===== src/rtl/rf_wb_arbiter.sv =====
// Round-robin arbiter sharing the register-file write port between NREQ writeback
// sources, with a pending-write scoreboard used by decode for RAW stall checks.
module rf_wb_arbiter #(
    parameter int NREQ = 3,
    parameter int DW   = 32,
    parameter int AW   = 5
) (
    input  logic                  clk,
    input  logic                  reset,
    input  logic [NREQ-1:0]       req_valid,
    output logic [NREQ-1:0]       req_ready,
    input  logic [NREQ*AW-1:0]    req_addr,
    input  logic [NREQ*DW-1:0]    req_data,
    output logic                  rf_we,
    output logic [AW-1:0]         rf_waddr,
    output logic [DW-1:0]         rf_wdata,
    input  logic                  claim_valid,
    input  logic [AW-1:0]         claim_addr,
    output logic                  claim_ready,
    input  logic [AW-1:0]         chk_a_addr,
    input  logic [AW-1:0]         chk_b_addr,
    output logic                  chk_a_busy,
    output logic                  chk_b_busy,
    output logic [(2**AW)-1:0]    pend
);

    localparam int PW   = $clog2(NREQ);
    localparam int NREG = 2**AW;

    logic [NREQ-1:0][AW-1:0] addr_v;
    logic [NREQ-1:0][DW-1:0] data_v;
    logic [NREQ-1:0][PW-1:0] cand;

    logic [PW-1:0]   rr_ptr_q, rr_ptr_d;
    logic            rf_we_q, rf_we_d;
    logic [AW-1:0]   rf_waddr_q, rf_waddr_d;
    logic [DW-1:0]   rf_wdata_q, rf_wdata_d;
    logic [NREG-1:0] pend_q, pend_d;

    logic            grant_vld;
    logic [PW-1:0]   grant_idx;
    logic [AW-1:0]   grant_addr;
    logic [DW-1:0]   grant_data;
    logic            clr_hit;
    logic            claim_fire;

    assign addr_v = req_addr;
    assign data_v = req_data;

    // cand[k] is the k-th requester visited, starting at rr_ptr and wrapping mod NREQ.
    for (genvar k = 0; k < NREQ; k++) begin : g_cand
        logic [PW:0] sum;
        assign sum     = {1'b0, rr_ptr_q} + (PW+1)'(k);
        assign cand[k] = (sum >= (PW+1)'(NREQ)) ? PW'(sum - (PW+1)'(NREQ)) : PW'(sum);
    end

    always_comb begin
        grant_vld = 1'b0;
        grant_idx = '0;
        for (int k = 0; k < NREQ; k++) begin
            if (!grant_vld && req_valid[cand[k]]) begin
                grant_vld = 1'b1;
                grant_idx = cand[k];
            end
        end
    end

    always_comb begin
        req_ready = '0;
        if (grant_vld) req_ready[grant_idx] = 1'b1;
    end

    assign grant_addr = addr_v[grant_idx];
    assign grant_data = data_v[grant_idx];

    always_comb begin
        rr_ptr_d   = rr_ptr_q;
        rf_we_d    = 1'b0;
        rf_waddr_d = rf_waddr_q;
        rf_wdata_d = rf_wdata_q;
        if (grant_vld) begin
            rr_ptr_d   = (grant_idx == PW'(NREQ-1)) ? '0 : grant_idx + PW'(1);
            // r0 writes are accepted and dropped so the RF never sees them.
            rf_we_d    = (grant_addr != '0);
            rf_waddr_d = grant_addr;
            rf_wdata_d = grant_data;
        end
    end

    assign clr_hit     = rf_we_q && (rf_waddr_q == claim_addr);
    assign claim_ready = !pend_q[claim_addr] || clr_hit;
    assign claim_fire  = claim_valid && claim_ready && (claim_addr != '0);

    // Clear first, then set, so a claim colliding with the retiring write keeps the bit.
    always_comb begin
        pend_d = pend_q;
        if (rf_we_q)    pend_d[rf_waddr_q] = 1'b0;
        if (claim_fire) pend_d[claim_addr] = 1'b1;
        pend_d[0] = 1'b0;
    end

    always_ff @(posedge clk or negedge reset) begin
        if (!reset) begin
            rr_ptr_q   <= '0;
            rf_we_q    <= 1'b0;
            rf_waddr_q <= '0;
            rf_wdata_q <= '0;
            pend_q     <= '0;
        end else begin
            rr_ptr_q   <= rr_ptr_d;
            rf_we_q    <= rf_we_d;
            rf_waddr_q <= rf_waddr_d;
            rf_wdata_q <= rf_wdata_d;
            pend_q     <= pend_d;
        end
    end

    assign rf_we      = rf_we_q;
    assign rf_waddr   = rf_waddr_q;
    assign rf_wdata   = rf_wdata_q;
    assign pend       = pend_q;
    assign chk_a_busy = pend_q[chk_a_addr];
    assign chk_b_busy = pend_q[chk_b_addr];

endmodule

===== config.mk =====
export PLATFORM = sky130hd
export DESIGN_NAME = rf_wb_arbiter
export DESIGN_NICKNAME = d
export VERILOG_FILES = /design/src/rtl/rf_wb_arbiter.sv
export SDC_FILE = /design/constraint.sdc
export NUM_CORES = 1
export LEC_CHECK = 0
export CAP_MARGIN = 20
export CORE_ASPECT_RATIO = 1.75
export CORE_MARGIN = 8
export CORE_UTILIZATION = 39
export DETAILED_ROUTE_END_ITERATION = 8
export PLACE_DENSITY = 0.87
export SLEW_MARGIN = 40
export SYNTH_ARGS = -nofsm -noshare
export SYNTH_HDL_FRONTEND = slang
export SYNTH_SLANG_ARGS = --single-unit

===== constraint.sdc =====
create_clock -name clk -period 2.6 [get_ports clk]
set_input_delay 0.52 -clock clk [delete_from_list [all_inputs] [get_ports clk]]
set_output_delay 0.52 -clock clk [all_outputs]
set_load 0.02 [all_outputs]

### Yosys cells after proc, flatten, opt, wreduce, memory -nomap -nowiden

Cells that the tools add are included.

* register bits after elaboration: 71
* latch bits: 0
* memory bits (writable): 0
* bits in read-only memories: 0
* input bits: 132
* output and inout port bits: 76
* memories: 0

* add/sub/neg operators: 6
* multiply operators: 0
* div/mod/pow operators: 0
* magnitude comparators: 14
* equal/unequal tests: 2
* shifts and indexed selects: 0
* multiplexer cells: 36
* bitwise gates (word level): 3
* reduce and logical (&&, ||, !) cells: 14

Operators with widths (number)
* 32-bit 2-to-1 mux: 3
* 32-bit binary-select mux with 2-bit select: 1
* 32-bit AND: 1
* 32-bit inverter: 1
* 32-bit OR: 1
* 5-bit by 6-bit less-than comparator with 1-bit output, second input constant: 4
* 1-bit binary-select mux with 5-bit select: 3
* 2-bit 2-to-1 mux: 7
* 1-bit 2-to-1 mux: 13
* 2-bit by 3-bit less-than comparator with 1-bit output, second input constant: 4
* 5-bit binary-select mux with 2-bit select: 1
* 1-bit demux with 5-bit select: 2
* 5-bit by 1-bit greater-or-equal comparator with 1-bit output, second input constant: 2
* 5-bit nonzero test: 2
* 1-bit logical AND: 8
* 1-bit binary-select mux with 2-bit select: 3
* 3-bit by 2-bit greater-or-equal comparator with 1-bit output, second input constant: 2
* 2-bit subtractor, second input constant: 3
* 5-bit equality test: 1
* 5-bit 2-to-1 mux: 1
* 2-bit by 1-bit adder with 3-bit output, second input constant: 1
* 2-bit by 2-bit adder with 3-bit output, second input constant: 1
* 1-bit logical NOT: 3
* 3-bit 2-to-1 mux: 1
* other kinds (6): 6

### Logic depth before layout (Yosys ltp)

* word-level depth: 16
* mapped depth: 11
* depth with buffers taken out: 9

### Worst setup path before layout

Ideal clock, no wire load.

* path type: flip-flop to output port
* from: register rr_ptr_q[0]
* to: output req_ready[0]
* arrival time: 2.483 ns
* required time: 2.080 ns
* slack: -0.403 ns
* cell stages (with the launch flop): 10
* path buffers: 2
* cells stage by stage: dfrtp_1 > inv_1 > ha_1 > clkbuf_1 > nor2b_1 > o211a_1 > o21ai_2 > inv_2 > buf_1 > a211oi_1

* longest elaborated chain between the ends: 16
* elaborated cells between the ends (all ways): 33

RTL lines
* start: declaration: line 34 `logic [PW-1:0] rr_ptr_q, rr_ptr_d;`
* start signal: assignment: line 110 `rr_ptr_q <= rr_ptr_d;`
* branches (longest 15 deep; another with 2-bit by 1-bit adder with 3-bit output)
* 3-bit 2-to-1 mux (*): line 70 `if (grant_vld) req_ready[grant_idx] = 1'b1;`
* end: declaration: line 11 `output logic [NREQ-1:0] req_ready,`

Every way passes the cells marked *. The select of a mux whose other input is x is not followed.

### Worst setup path after layout

* from: register rr_ptr_q[1]
* to: output req_ready[0]

The elaborated chain is that of the path after synthesis.

==> flow_summary.yaml <==
synthesis:
  synth_top_family_by_area: "compound AO/OA/AOI/OAI gates"
  synthAdderAreaFrac_pct: 1.07
  syn_inst: 491
  muxShareOfSynthArea_pct: 14.4
  ys_seq_area_share_pct: 38.1
  syn_avg_cell_area_um2: 9.51
  synth.area.top_cells: "dfrtp_1 (38%), mux4_2 (12%), o21ai_0 (7.3%)"
  synth_top_area_share_pct: 38.1
  synth_edf_count: 0
  synth_common_cells: "dfrtp_1 (71), o21ai_0 (68), nand2_1 (45)"
  synth.distinct_cells: 56
  synth-xor-area-share_pct: 0.938
  synth_warnings: 0
  synth_top_area_cell: "dfrtp_1"
  mappedNetlistArea_um2: 4670
  async_flop_share_pct: 100
  ys_seq_elements: 71
  synth_simple_gate_area_share_pct: 16.1
  synth_nets: 627
  yosysMostFrequentCell: "dfrtp_1"
  synth-compound-area-share_pct: 25.2
  synth_ff_type: "dfrtp_1"
grt:
  grt_antenna_before_repair: 0
  met3_usage_pct: 6.46
  overflow: 0
  globalRouteMet2Util_pct: 50.8
  grt_pass1_vias: 6001
  grt_usage_pct: 27.1
  grt_pass1_wl_um: 33600
  busiest_layer: "met2"
  use_met1_pct: 26.4
  grt_max_degree: 72
timing:
  skew_ns: 0.00752
  relSlewSlack_pct: 66.6
  setup_viol_count_final: 4
  final_max_slew_viol_count: 0
  fin_crit_sh_pct: 104
  rsz0062_at_grt: "yes"
  period_needed_ns: 2.71
  worst_slack_ns: -0.113
  tightest_slew_ns: 0.499
  hold_violations: 0
  fmax_mhz: 369
placement:
  port_buffers: 206
  dp_slack_ns: -0.942
  post_dp_cell_area_um2: 7620
  gp_congestion: 0.994
  place_hpwl_um: 17000
power_and_ir_drop:
  p_per_area_nw_per_um2: 1450
  ir_drop_mv: 0.739
  p_leak_nw: 3.47
worst_setup_path:
  r2r_slack_ns: 0.04
  slowest_delay_ns: 0.41
  cp-start-kind: "register"
  critPathLaunch: "rr_ptr_q[1]"
  crit_chain: "inv_2 -> buf_4 -> ha_2 -> and3b_2 -> buf_4 -> o21ai_4 -> inv_2 -> buf_12 -> a211oi_4 -> buf_6"
  crit_slowest_cell: "dfrtp_1"
  reg2reg_depth: 13
  end_kind: "output port"
  required_ns: 2.08
  r2r_end: "rf_we"
  arrival_ns: 2.19
  timing.rr.start: "rr_ptr_q[1]"
  cp_max_fo: 3
  crit_type: "reg2out"
detailed_routing:
  post_drt_wl_per_cell_um: 23.5
  via_per_inst: 6.08
  antenna_left: 0
  wl_um: 22000
  num_vias: 5683
  dr.pass1.iters: 8
  dr.first_iter.drc_count: 326
  drc: 0
cts:
  cts_root_buffer: "clkbuf_16"
  insertion_delay_ns: 0.33
  cts_tree: "yes"
  cts-htree-levels: 3
  cts.sinks: 71
  path_clk_slew_ns: 0.06
  clock_path_buffers: 2
  cts_buffers: 9
floorplanning:
  die_area_um2: 15900
  die_h_um: 161
  die_w_um: 98.7
  core_um2: 11900
  initial_utilization_pct: 39.3
  rows: 53
  io_pins: 208
layout:
  drive_gt1_share_pct: 27.2
  stdcell_area_um2: 8330
  nets: 929
  antenna_cells: 0
  syn_to_final_growth_pct: 78.6
status:
  status: "complete, but fails checks"
  violations: "setup timing"
flow_run:
  maxCapViolCount: 0
hold_path:
  hp-class: "in2async"
-- per-layer routing --
metal / vias up / share of wire [%]
li1: 2488 / -
met1: 2746 / 33
met2: 367 / 54
met3: 82 / 7.0
met4: 0 / 5.5
met5: - / 0
-- power breakdown --
group	total, mW	switching, mW	internal [mW]
clock	1.46	0.467	0.989
sequential	2.29	0.559	1.73
combinational	8.36	4.27	4.09
-- worst max-delay path by stage --
stage                   endpoint  slack (ns)  cells after the start
global route        req_ready[0]       -0.16                      8
CTS                   chk_b_busy       -0.11                      6
finish              req_ready[0]       -0.11                     10
detailed placement    chk_b_busy       -0.94                      6
floorplan           req_ready[0]       -0.05                      9
global placement     claim_ready       -0.92                      6
-- critical path: cells and delay by family, from the launching register on --
family | cells | cell delay, ns
buffers and inverters | 6 | 0.72
flip-flops | 1 | 0.41
AO/OA/AOI/OAI | 2 | 0.32
AND/OR/NAND/NOR | 1 | 0.23
adder cells (fa/ha/maj) | 1 | 0.17
-- layout by cell type (no fill, tap or decap), types with 6 or more instances in the layout --
cell type,synthesis,routed
a211oi_1,34,31
a21oi_1,9,9
a221o_1,6,6
and3_1,26,26
buf_4,1,103
buf_6,0,20
clkbuf_16,0,9
clkdlybuf4s50_1,0,189
dfrtp_1,71,67
inv_1,11,9
mux4_2,25,25
nand2_1,45,44
nand3_1,13,12
nor2_1,37,36
nor2b_1,6,6
o211ai_1,6,6
o21ai_0,68,67
o31ai_1,27,26
-- cell families (layout without fill, tap and decap cells) --
logic type,after synthesis,after routing
AOI/OAI and AO/OA,176,176
other,1,1
DFF,71,71
and+or+nand+nor,151,151
xor gates and xnor gates,5,5
adders and majority gates,4,4
muxes,35,35
buffers and inverters,48,355
-- registers in the layout, indices dropped and copies added, names as in the netlist --
name / flops
rr_ptr_q: 2
rf_waddr: 5
rf_we: 1
rf_wdata: 32
pend: 31
-- cell type report --
type                    count  area (um2)
repair buffers            327        3070
multi-input cells         372        2910
clock inverters             5         104
clock buffers              11         253
fillers                   895        3540
inverters                  12        45.0
well taps                 137         171
flip-flops and latches     71        1780
-- what timing repair did --
action | CTS | global route
resized for setup | 84 | 29
hold buffers | 0 | 0
pin swaps | 10 | 12
gates cloned | 0 | 0
endpoints found under the setup margin | 60 | 23
endpoints found under the hold margin | 0 | 0
buffers inserted | 9 | 3
-- stage by stage --
step / power, mW / std cells / hold WS [ns] / TNS (ns) / util, %
2_1_floorplan: 6.09 / 491 / 0.224 / -0.0504 / -
3_5_place_dp: 9.88 / 907 / 0.466 / -24.70 / 64.2
6_report: 12.1 / 935 / 0.171 / -0.404 / 70.2
5_1_grt: 12.8 / 935 / 0.201 / -0.803 / 70.2
4_1_cts: 11.8 / 932 / 0.208 / -0.282 / 69.1
3_3_place_gp: 9.65 / 907 / 0.462 / -23.11 / 64.2
(Power assumes the default switching activity.)
